--- config.mk ---
export PLATFORM = sky130hd
export DESIGN_NAME = split_reg
export DESIGN_NICKNAME = d
export VERILOG_FILES = /design/src/rtl/split_reg.sv
export SDC_FILE = /design/constraint.sdc
export NUM_CORES = 1
export LEC_CHECK = 0
export BUFFER_PORTS_ARGS = -buffer_cell sky130_fd_sc_hd__buf_2
export CORE_AREA = 3 3 126 128
export DETAILED_ROUTE_END_ITERATION = 10
export DIE_AREA = 0 0 129 131
export GPL_ROUTABILITY_DRIVEN = 0
export GPL_TIMING_DRIVEN = 0
export PLACE_DENSITY = 0.51
export SLEW_MARGIN = 0
export SYNTH_ARGS = -nofsm -noshare
export SYNTH_HDL_FRONTEND = slang
export SYNTH_SLANG_ARGS = --single-unit
--- constraint.sdc ---
create_clock -name clk -period 5 [get_ports clk]
set_input_delay 0.75 -clock clk [delete_from_list [all_inputs] [get_ports clk]]
set_output_delay 0.75 -clock clk [all_outputs]
set_load 0.02 [all_outputs]
--- src/rtl/split_reg.sv ---
// Registered 1-to-N address splitter for the native valid/ready bus.
// One outstanding transaction; decode misses and slave timeouts return an error response.
module split_reg #(
  parameter int N_SLAVES = 2,
  parameter int ADDR_W   = 32,
  parameter int DATA_W   = 32,
  parameter int P_SLAVES = ADDR_W - 1,
  parameter int SEL_W    = (N_SLAVES > 1) ? $clog2(N_SLAVES) : 1,
  parameter int TIMEOUT  = 256
) (
  input  logic                           clk,
  input  logic                           rst_n,
  input  logic                           m_valid,
  input  logic [ADDR_W-1:0]              m_addr,
  input  logic [DATA_W-1:0]              m_wdata,
  input  logic [DATA_W/8-1:0]            m_wstrb,
  output logic [DATA_W-1:0]              m_rdata,
  output logic                           m_ready,
  output logic                           m_err,
  output logic [N_SLAVES-1:0]            s_valid,
  output logic [N_SLAVES*ADDR_W-1:0]     s_addr,
  output logic [N_SLAVES*DATA_W-1:0]     s_wdata,
  output logic [N_SLAVES*DATA_W/8-1:0]   s_wstrb,
  input  logic [N_SLAVES*DATA_W-1:0]     s_rdata,
  input  logic [N_SLAVES-1:0]            s_ready,
  output logic [15:0]                    err_cnt
);

  localparam int STRB_W = DATA_W / 8;
  localparam int CNT_W  = (TIMEOUT > 0) ? $clog2(TIMEOUT + 1) : 1;

  typedef enum logic [1:0] {
    S_IDLE,
    S_BUSY,
    S_ERR
  } state_t;

  state_t             r_state;
  state_t             w_next;
  logic [SEL_W-1:0]   r_sel;
  logic [CNT_W-1:0]   r_cnt;
  logic [15:0]        r_err_cnt;

  logic [SEL_W-1:0]   w_sel;
  logic               w_hit;
  logic               w_rdy;
  logic [DATA_W-1:0]  w_rdata;
  logic               w_tmo;

  assign w_sel   = m_addr[P_SLAVES -: SEL_W];
  assign w_tmo   = (TIMEOUT != 0) && (r_cnt == CNT_W'(TIMEOUT - 1));
  assign err_cnt = r_err_cnt;

  // Hit/mux by enumeration so field values beyond N_SLAVES never index past the port vectors.
  always_comb begin
    w_hit   = 1'b0;
    w_rdy   = 1'b0;
    w_rdata = '0;
    for (int unsigned i = 0; i < N_SLAVES; i++) begin
      if (w_sel == SEL_W'(i)) w_hit = 1'b1;
      if (r_sel == SEL_W'(i)) begin
        w_rdy   = s_ready[i];
        w_rdata = s_rdata[i*DATA_W +: DATA_W];
      end
    end
  end

  always_ff @(posedge clk or negedge rst_n) begin
    if (!rst_n) begin
      r_state   <= S_IDLE;
      r_sel     <= '0;
      r_cnt     <= '0;
      r_err_cnt <= '0;
    end else begin
      r_state <= w_next;
      if (r_state == S_IDLE && m_valid) begin
        r_sel <= w_sel;
        r_cnt <= '0;
      end else if (r_state == S_BUSY && !w_rdy && TIMEOUT != 0) begin
        r_cnt <= r_cnt + CNT_W'(1);
      end
      if (r_state == S_ERR && r_err_cnt != 16'hFFFF) begin
        r_err_cnt <= r_err_cnt + 16'd1;
      end
    end
  end

  always_comb begin
    w_next = r_state;
    case (r_state)
      S_IDLE: if (m_valid) w_next = w_hit ? S_BUSY : S_ERR;
      S_BUSY: begin
        if (w_rdy)      w_next = S_IDLE;
        else if (w_tmo) w_next = S_ERR;
      end
      S_ERR:  w_next = S_IDLE;
      default: w_next = S_IDLE;
    endcase
  end

  always_comb begin
    s_valid = '0;
    s_addr  = '0;
    s_wdata = '0;
    s_wstrb = '0;
    m_ready = 1'b0;
    m_err   = 1'b0;
    m_rdata = '0;
    case (r_state)
      S_BUSY: begin
        for (int unsigned i = 0; i < N_SLAVES; i++) begin
          if (r_sel == SEL_W'(i)) begin
            s_valid[i]                   = m_valid;
            s_addr[i*ADDR_W +: ADDR_W]   = m_addr;
            s_wdata[i*DATA_W +: DATA_W]  = m_wdata;
            s_wstrb[i*STRB_W +: STRB_W]  = m_wstrb;
          end
        end
        m_ready = w_rdy;
        m_rdata = w_rdy ? w_rdata : '0;
      end
      S_ERR: begin
        m_ready = 1'b1;
        m_err   = 1'b1;
      end
      default: ;
    endcase
  end

endmodule
==> run_results.csv, run 1 <==
group,metric,value,unit
die,start_util,0.195,
sta,worst_slack,1.73,ns
die,core_area,15000,sq um
worst_setup_path,slowest_delay,0.43,ns
worst_setup_path,start_kind,"register",
detailed_routing,via_count,3950,
logic_synthesis,ys_ff_latch,28,
pwr,cellPowerDensity,481,nW/um^2
logic_synthesis,synth-async-reset-ratio,1.00,
logic_synthesis,postSynthAreaPerCell,7.84,sq um
global_routing,grt_overflow,0,
pwr,seq_power_share,0.111,
sta,fin_skew,0.00274,ns
clock_network,cts_hold_buf,0,
layout,final_cell_area,4870,sq um
sta,max_slew_margin,0.566,
detailed_routing,drt_iter0_drc,181,
worst_setup_path,rr_worst_depth,7,
detailed_routing,dr.pass1.iters,4,
worst_setup_path,r2r_slack,3.16,ns
sta,setup_viol,0,
worst_setup_path,worst_path_max_delay_cell,"clkbuf_1",
worst_setup_path,path_delay_family,"buffers and inverters",
worst_setup_path,path_cells,"inv_1 > ha_1 > buf_2 > and2b_2 > clkbuf_1 > clkbuf_1 > and2_1 > buf_2",
sta,timing.hold.ws,0.511,ns
layout,nNetsFinal,846,
global_routing,grt_pass1_wl,22.4,mm
logic_synthesis,synth_area,2930,sq um
worst_setup_path,timing.rr.end,"r_cnt[5]",
clock_network,post_cts_buffers,0,
detailed_routing,vias_per_cell,4.44,
pwr,p_comb_frac,0.803,
global_routing,grt_max_degree,29,
clock_network,clkLatencyLatePin,0.26,ns
sta,slew_violations,0,
sta,grt_setup_unrepaired,"no",
logic_synthesis,synth_enable_flop_cells,0,
placed_design,port_buffers,324,
clock_network,ctsResizeCount,0,
detailed_routing,drc_errors,0,
clock_network,clk_pin_slew,0.07,ns
detailed_routing,wl,17.0,mm
placed_design,place_ws,1.92,ns
worst_setup_path,cp_data_arrival_time,2.52,ns
logic_synthesis,syn_nets,517,
logic_synthesis,ys_seq_area_frac,0.240,
logic_synthesis,netlist_instances,373,
detailed_routing,wl_per_cell,19.1,um
layout,regArea,701,sq um
pwr,leakagePower,3.13,nW
layout,stdcell_count,889,
worst_setup_path,r2r_start,"r_state[1]",
sta,max_freq,305,MHz
sta,period_minus_slack,3.27,ns
worst_setup_path,critPathMaxFanout,10,
placed_design,place.detailed.instances,885,
pwr,sw_frac_of_total,0.571,
layout,finish.utilization,0.325,
pwr,p_int,1.01,mW
pwr,clkPwrFrac,0.086,
clock_network,cts_root_buf,"clkbuf_16",
die,die_h,131,um
layout,drive_above_1_share,0.499,
global_routing,grt_pass1_vias,3527,
pwr,peakVddDrop,0.000140,V
logic_synthesis,synth_cell_types,38,
worst_setup_path,endpoint_kind,"output pin",
job,maxCapViolations,0,
detailed_routing,detail-route-antenna-nets,0,
sta,worst_pin_slew,0.651,ns
die,die_x,129,um
run_status,status,"finished clean",
layout,diodes,0,
clock_network,clkSinkCount,28,
pwr,switching_power,1.34,mW
clock_network,cts_buffer_depth,2,
layout,layout_commonest_cell,"buf_2",
global_routing,grt_use_total,0.179,
sta,hold_viol_final,0,
layout,multi_input_area,2060,sq um
worst_hold_path,min_path_type,"primary input to async pin",
sta,final.setup.tns,0,ns
layout,layout_common_cells,"334 x buf_2, 73 x and3_1, 72 x and2_1",
worst_setup_path,path_depth,8,
placed_design,dpl_cell_area,4780,sq um
layout,syn2layout_area_growth,66.5,%
pwr,p_total,2.34,mW
logic_synthesis,yosysWarnings,0,
die,design.die.area,16900,sq um
clock_network,cts_tree,"yes",
logic_synthesis,ys.flop_type,"dfrtp_1",
clock_network,cts_max_level,1,
global_routing,antenna_found_initial,7,
sta,min_period_over_period,0.655,
die,ioPinCount,325,
worst_setup_path,cp-endpoint,"s_valid[0]",
worst_setup_path,cp-startpoint,"r_state[1]",
worst_setup_path,worstSetupPathType,"register to output pin",
die,rows,45,
worst_setup_path,crit_required,4.25,ns
layout,num-fill-cells,1663,
worst_setup_path,crit_buf_inv,5,
clock_network,cts_buffers,3,
placed_design,hpwl,14.9,mm
## flip-flops by register name (all words and copies together), names as in the netlist
signal / count
err_cnt: 16
r_cnt: 9
r_state: 2
r_sel: 1
## metal layers
metal | vias to the layer above | global-route usage | part of all wire
li1 | 1928 | - | -
met4 | 6 | 0.0130 | 0.0045
met2 | 208 | 0.252 | 0.42
met3 | 10 | 0.120 | 0.16
met5 | - | 0 | 0.0015
met1 | 1798 | 0.238 | 0.42
## worst min-delay path by stage
stage / start / slack (ns) / depth (start not counted) / to
after floorplan: rst_n / 0.45 / 0 / err_cnt[0]
after global placement: r_cnt[6] / 0.51 / 2 / r_cnt[6]
after detailed placement: err_cnt[15] / 0.51 / 1 / err_cnt[15]
after CTS: err_cnt[15] / 0.53 / 1 / err_cnt[15]
after global routing: err_cnt[15] / 0.54 / 1 / err_cnt[15]
final: rst_n / 0.51 / 1 / err_cnt[15]
## cell usage after synthesis, types with 7 or more instances
library cell,count,area [sq um]
and3_1,73,457
and2_1,72,450
nor2_1,42,158
mux2i_1,33,330
dfrtp_1,28,701
clkbuf_1,23,86.3
buf_2,10,50.1
nand2_1,10,37.5
nand4_1,10,62.6
xnor2_1,10,87.6
xor2_1,10,87.6
ha_1,7,87.6
nand3_1,7,35.0
## cell families after synthesis
logic type | after synthesis | share of synthesized area
AOI/OAI and AO/OA | 11 | 0.0231
xor gates and xnor gates | 20 | 0.0599
adders and majority gates | 7 | 0.0299
buffers and inverters | 40 | 0.0569
DFF | 28 | 0.240
muxes | 37 | 0.130
and+or+nand+nor | 230 | 0.461
## area by class of cell
| type | count | area share |
|---|---|---|
| inverters | 5 | 0.00385 |
| well taps | 188 | 0.0483 |
| flip-flops and latches | 28 | 0.144 |
| clock buffers | 4 | 0.0182 |
| multi-input cells | 305 | 0.423 |
| repair buffers | 324 | 0.333 |
| plain buffers | 35 | 0.0303 |
## power groups by stage
| stage | sequential [mW] | combinational (mW) | clock [mW] |
|---|---|---|---|
| after floorplan | 0.262 | 1.19 | 0 |
| after global placement | 0.264 | 1.89 | 0 |
| after detailed placement | 0.265 | 1.89 | 0 |
| after CTS | 0.261 | 1.89 | 0.205 |
| after global routing | 0.263 | 2.04 | 0.219 |
| final | 0.261 | 1.88 | 0.201 |
Note: power is estimated with default switching activity, not from simulation.
==> run 2: changes to the inputs <==
--- a/config.mk
+++ b/config.mk
@@ -5,13 +5,14 @@
 export SDC_FILE = /design/constraint.sdc
 export NUM_CORES = 1
 export LEC_CHECK = 0
+export ABC_AREA = 1
 export BUFFER_PORTS_ARGS = -buffer_cell sky130_fd_sc_hd__buf_2
-export CORE_AREA = 3 3 126 128
+export CORE_AREA = 3 3 127 129
 export DETAILED_ROUTE_END_ITERATION = 10
-export DIE_AREA = 0 0 129 131
+export DIE_AREA = 0 0 130 132
 export GPL_ROUTABILITY_DRIVEN = 0
 export GPL_TIMING_DRIVEN = 0
-export PLACE_DENSITY = 0.51
+export PLACE_DENSITY = 0.52
 export SLEW_MARGIN = 0
 export SYNTH_ARGS = -nofsm -noshare
 export SYNTH_HDL_FRONTEND = slang
==> constraint.sdc (replaced) <==
create_clock -name clk -period 3 [get_ports clk]
set_input_delay 0.45 -clock clk [delete_from_list [all_inputs] [get_ports clk]]
set_output_delay 0.45 -clock clk [all_outputs]
set_load 0.02 [all_outputs]
==> run 2 against run 1 <==
Sequential share of layout area fell by 0.12 points. Design area rose by 0.85%. Largest cell class unchanged. Routed wire length fell by 13%. Via count rose by 13%.
==> run_results.csv, run 2 <==
group,metric,value,unit
run_status,status,"finished clean",
global_routing,grt_pass1_vias,4223,
die,die_x,130,um
layout,layout_common_cells,"331 x buf_2, 154 x nor2_1, 136 x nand2_1",
sta,setup_viol,0,
sta,worst_pin_slew,0.673,ns
clock_network,cts_max_level,1,
placed_design,dpl_cell_area,4840,sq um
worst_setup_path,crit_buf_inv,4,
worst_setup_path,worstSetupPathType,"register to output pin",
detailed_routing,detail-route-antenna-nets,0,
sta,fin_skew,0.00463,ns
die,ioPinCount,325,
worst_setup_path,start_kind,"register",
sta,max_slew_margin,0.552,
logic_synthesis,synth_top_area_share,0.235,
pwr,peakVddDrop,0.000236,V
sta,timing.hold.ws,0.217,ns
detailed_routing,wl_per_cell,13.8,um
logic_synthesis,ys_seq_area_frac,0.235,
placed_design,hpwl,12.6,mm
layout,drive_above_1_share,0.405,
logic_synthesis,yosysMostFrequentCell,"nor2_1",
die,design.die.area,17200,sq um
global_routing,busiest_layer,"met2",
layout,nNetsFinal,1029,
global_routing,grt_max_degree,29,
logic_synthesis,postSynthAreaPerCell,5.36,sq um
worst_setup_path,path_common_cell,"buf_2",
clock_network,cts_buffers,3,
worst_setup_path,worst_path_max_delay_cell,"dfrtp_1",
logic_synthesis,ys.flop_type,"dfrtp_1",
logic_synthesis,syn_nets,700,
logic_synthesis,synth_area,2980,sq um
placed_design,port_buffers,324,
pwr,cellPowerDensity,662,nW/um^2
worst_hold_path,min_path_type,"primary input to async pin",
sta,hold_viol_final,0,
logic_synthesis,yosysWarnings,0,
logic_synthesis,synth_common_cells,"154 x nor2_1, 136 x nand2_1, 98 x inv_1, 37 x a21oi_1, 28 x dfrtp_1",
global_routing,use_met1,0.192,
sta,grt_setup_unrepaired,"no",
sta,max_freq,400,MHz
pwr,leakagePower,3.38,nW
global_routing,use_met2,0.284,
worst_setup_path,critPathMaxFanout,10,
logic_synthesis,synth-async-reset-ratio,1.00,
clock_network,cts_tree,"yes",
logic_synthesis,synth_largest_area_cell,"dfrtp_1",
layout,largest_reg_flops,16,
clock_network,cts_buffer_depth,2,
detailed_routing,dr.pass1.iters,4,
detailed_routing,wl,14.7,mm
detailed_routing,drc_errors,0,
logic_synthesis,ys_top_cells_by_area,"dfrtp_1 24%, nor2_1 19%, nand2_1 17%",
die,die_h,132,um
worst_setup_path,endpoint_kind,"output pin",
clock_network,clkLatencyLatePin,0.26,ns
die,rows,45,
sta,period_minus_slack,2.50,ns
global_routing,grt_pass1_wl,21.7,mm
logic_synthesis,synth_enable_flop_cells,0,
clock_network,cts_root_buf,"clkbuf_16",
global_routing,grt_util_met3,0.0377,
clock_network,ctsResizeCount,0,
worst_setup_path,crit_required,2.55,ns
global_routing,grt_use_total,0.157,
worst_setup_path,path_cells,"inv_1 > ha_1 > nand2_1 > buf_2 > buf_2 > nor2_1 > buf_2",
job,maxCapViolations,0,
layout,layout_commonest_cell,"buf_2",
sta,final.setup.tns,0,ns
detailed_routing,via_count,4450,
logic_synthesis,synth_cell_types,26,
sta,min_period_over_period,0.833,
clock_network,clk_pin_slew,0.07,ns
worst_setup_path,path_delay_family,"buffers and inverters",
layout,syn2layout_area_growth,64.8,%
global_routing,antenna_found_initial,1,
logic_synthesis,ys_ff_latch,28,
clock_network,post_cts_buffers,0,
global_routing,grt_overflow,0,
detailed_routing,vias_per_cell,4.15,
layout,diodes,0,
die,start_util,0.197,
sta,slew_violations,0,
detailed_routing,drt_iter0_drc,150,
logic_synthesis,netlist_instances,556,
layout,num-fill-cells,1759,
worst_setup_path,cp_data_arrival_time,2.05,ns
clock_network,cts_hold_buf,0,
die,core_area,15100,sq um
worst_setup_path,slowest_delay,0.36,ns
clock_network,clkSinkCount,28,
layout,final_cell_area,4910,sq um
[run 2: path summary, 6_finish.rpt]
kind	slack, ns	start	endpoint	depth (start not counted)
worst max-delay path	0.50	r_state[1]	s_addr[26]	7
worst min-delay path	0.22	rst_n	err_cnt[14]	1
worst max register to register	1.32	r_state[0]	err_cnt[15]	7
worst min register to register	0.50	r_cnt[3]	r_cnt[3]	1
max in group asynchronous	2.34	rst_n	r_cnt[1]	1
min in group clk	0.50	r_cnt[3]	r_cnt[3]	1
[run 2: per-layer routing]
layer	up-vias	wire [um]	share of wire
met4	2	160	0.011
li1	2301	-	-
met2	205	7060	0.48
met1	1928	6210	0.42
met3	14	1300	0.088
met5	-	13	0.00088
[run 2: metrics by stage]
stage	std cells	util	worst slack [ns]	power, mW
floorplan	556	-	0.993	2.04
global placement	1068	0.319	0.718	2.99
detailed placement	1068	0.319	0.721	2.98
CTS	1071	0.324	0.429	3.31
global route	1071	0.324	0.252	3.55
finish	1071	0.324	0.502	3.25
[run 2: cell type report]
cell class              instances  area (sq um)  share of cell area
multi-input cells             400          1790               0.363
repair buffers                324          1620               0.330
flip-flops and latches         28           701               0.143
inverters                     103           388              0.0790
well taps                     188           235              0.0479
plain buffers                  25           106              0.0217
clock buffers                   3          75.1              0.0153
[run 2: cell families after synthesis]
logic type / Yosys count / synth area share
simple gates: 337 / 0.471
xor+xnor: 3 / 0.00882
buf+inv: 128 / 0.166
fa+ha+maj: 7 / 0.0294
compound gates: 53 / 0.0903
flops: 28 / 0.235
[run 2: power by group]
part,switching (mW),internal [mW]
Combinational,1.76,0.705
Clock,0.127,0.177
Sequential,0.0542,0.431
[run 2: worst reg2reg max path, delay by kind of cell (launching register included)]
kind | cells | cell delay, ns
adder cells (fa/ha/maj) | 1 | 0.42
buffers and inverters | 1 | 0.13
flip-flops | 1 | 0.38
AND/OR/NAND/NOR | 5 | 0.64
==> run 3: changes to the inputs <==
--- a/config.mk
+++ b/config.mk
@@ -7,9 +7,9 @@
 export LEC_CHECK = 0
 export ABC_AREA = 1
 export BUFFER_PORTS_ARGS = -buffer_cell sky130_fd_sc_hd__buf_2
-export CORE_AREA = 3 3 127 129
+export CORE_AREA = 3 3 125 127
 export DETAILED_ROUTE_END_ITERATION = 10
-export DIE_AREA = 0 0 130 132
+export DIE_AREA = 0 0 128 130
 export GPL_ROUTABILITY_DRIVEN = 0
 export GPL_TIMING_DRIVEN = 0
 export PLACE_DENSITY = 0.52
==> constraint.sdc (replaced) <==
create_clock -name clk -period 2.4 [get_ports clk]
set_input_delay 0.36 -clock clk [delete_from_list [all_inputs] [get_ports clk]]
set_output_delay 0.36 -clock clk [all_outputs]
set_load 0.02 [all_outputs]
==> run 3 against run 2 <==
Final cell count shrank 0.19%. First-iteration DRC count up 6.7%. Hold slack worse by 0.096 ns. Critical path type unchanged. Sequential power rose by 27%. Critical path depth did not move.
==> run_results.csv, run 3 (same netlist as run 2, synthesis figures left out) <==
group,metric,value,unit
layout,num-fill-cells,1692,
placed_design,hpwl,13.3,mm
detailed_routing,drc_errors,0,
sta,max_freq,448,MHz
clock_network,cts_buffers,3,
layout,nNetsFinal,1029,
sta,fin_skew,0.00292,ns
global_routing,grt_pass1_vias,4174,
sta,final.setup.tns,0,ns
worst_setup_path,crit_buf_inv,4,
clock_network,clkLatencyLatePin,0.26,ns
run_status,status,"finished clean",
die,ioPinCount,325,
worst_setup_path,cp_data_arrival_time,1.87,ns
die,core_area,14500,sq um
worst_setup_path,timing.rr.end,"err_cnt[15]",
worst_setup_path,cp-endpoint,"s_addr[27]",
sta,slew_violations,0,
worst_setup_path,path_cells,"inv_1 > ha_4 > nand2_2 > buf_4 > buf_2 > nor2_1 > buf_2",
layout,largest_reg_flops,16,
detailed_routing,via_count,4424,
sta,grt_setup_unrepaired,"yes",
clock_network,cts_root_buf,"clkbuf_16",
worst_setup_path,start_kind,"register",
global_routing,grt_max_degree,29,
die,die_x,128,um
placed_design,port_buffers,324,
placed_design,place.detailed.instances,1064,
placed_design,dpl_cell_area,4830,sq um
worst_setup_path,critPathMaxFanout,10,
detailed_routing,wl_per_cell,14.5,um
sta,period_minus_slack,2.23,ns
layout,stdcell_count,1069,
worst_setup_path,path_common_cell,"buf_2",
worst_setup_path,r2r_slack,0.73,ns
sta,worst_pin_slew,0.663,ns
worst_setup_path,worst_path_max_delay_cell,"dfrtp_1",
die,rows,44,
job,maxCapViolations,0,
sta,max_slew_margin,0.558,
global_routing,grt_overflow,0,
layout,syn2layout_area_growth,66.6,%
worst_setup_path,path_depth,7,
sta,min_period_over_period,0.930,
die,die_h,130,um
detailed_routing,wl,15.5,mm
global_routing,antenna_found_initial,3,
clock_network,post_cts_buffers,0,
sta,setup_viol,0,
global_routing,grt_pass1_wl,22.1,mm
detailed_routing,vias_per_cell,4.14,
worst_setup_path,rr_worst_depth,7,
die,design.die.area,16600,sq um
worst_setup_path,worstSetupPathType,"register to output pin",
worst_setup_path,slowest_delay,0.39,ns
die,start_util,0.205,
detailed_routing,drt_iter0_drc,160,
worst_hold_path,min_path_type,"primary input to async pin",
layout,drive_above_1_share,0.412,
pwr,leakagePower,3.40,nW
clock_network,cts_hold_buf,0,
clock_network,cts_max_level,1,
clock_network,cts_tree,"yes",
sta,hold_viol_final,0,
global_routing,grt_use_total,0.168,
pwr,peakVddDrop,0.000380,V
layout,layout_common_cells,"329 x buf_2, 154 x nor2_1, 133 x nand2_1",
layout,layout_commonest_cell,"buf_2",
clock_network,clkSinkCount,28,
detailed_routing,detail-route-antenna-nets,0,
clock_network,cts_buffer_depth,2,
worst_setup_path,r2r_start,"r_state[0]",
worst_setup_path,cp-startpoint,"r_state[1]",
layout,final_cell_area,4970,sq um
worst_setup_path,endpoint_kind,"output pin",
worst_setup_path,crit_required,2.04,ns
detailed_routing,dr.pass1.iters,4,
clock_network,clk_pin_slew,0.07,ns
pwr,cellPowerDensity,854,nW/um^2
worst_setup_path,path_delay_family,"buffers and inverters",
run 3: cell count changes in the layout (fill, tap and decap cells not counted), sizes merged:
cell / previous run / this run
diode: 0 / 1
bufinv: 0 / 1
run 3: cell type report:
cell class              count  area (sq um)  share of cell area
diodes                      1          2.50            0.000504
plain buffers              25           113              0.0227
clock inverters             1          30.0             0.00605
inverters                 103           388              0.0781
clock buffers               3          75.1              0.0151
multi-input cells         400          1810               0.364
flip-flops and latches     28           701               0.141
well taps                 184           230              0.0464
repair buffers            324          1620               0.327
run 3: through the flow:
step | util | total power [mW] | hold WS (ns) | setup WS [ns]
floorplan | - | 2.55 | 0.0644 | 0.483
finish | 0.342 | 4.24 | 0.122 | 0.169
CTS | 0.340 | 4.28 | 0.155 | 0.0117
global route | 0.342 | 4.59 | 0.184 | 0.00801
detailed placement | 0.332 | 3.74 | 0.439 | 0.150
global placement | 0.332 | 3.76 | 0.440 | 0.161
run 3: per-layer routing:
| layer | vias up | wire length (um) | global-route usage |
|---|---|---|---|
| met4 | 0 | 435 | 0.0481 |
| li1 | 2303 | - | - |
| met2 | 208 | 7780 | 0.308 |
| met1 | 1894 | 6190 | 0.206 |
| met5 | - | 0 | 0 |
| met3 | 19 | 1060 | 0.0201 |
run 3: report_power, final:
part           internal (mW)  switching (mW)
Clock                  0.333           0.173
Combinational          0.906            2.21
Sequential             0.539          0.0792
Total                   1.78            2.47
run 3: worst register-to-register path, stage by stage, from the launching register on:
cell and delay, ns:
dfrtp_1 0.42, inv_1 0.14, ha_1 0.40, nand3_1 0.13, nor3_1 0.25, nand3_1 0.11
nand2_1 0.06, nand2_1 0.05
run 3: worst min path at each step:
stage                from           to  slack (ns)  cells after the start
floorplan           rst_n   err_cnt[0]        0.06                      0
global placement    rst_n  err_cnt[12]        0.44                      1
detailed placement  rst_n  err_cnt[14]        0.44                      1
CTS                 rst_n   err_cnt[1]        0.15                      1
global route        rst_n  err_cnt[12]        0.18                      1
finish              rst_n  err_cnt[14]        0.12                      1
run 3: what timing repair did:
item / 4_1_cts / 5_1_grt
setup endpoints to repair: 25 / 37
resized for setup: 4 / 6
hold endpoints to repair: 0 / 0
pin swaps: 0 / 0
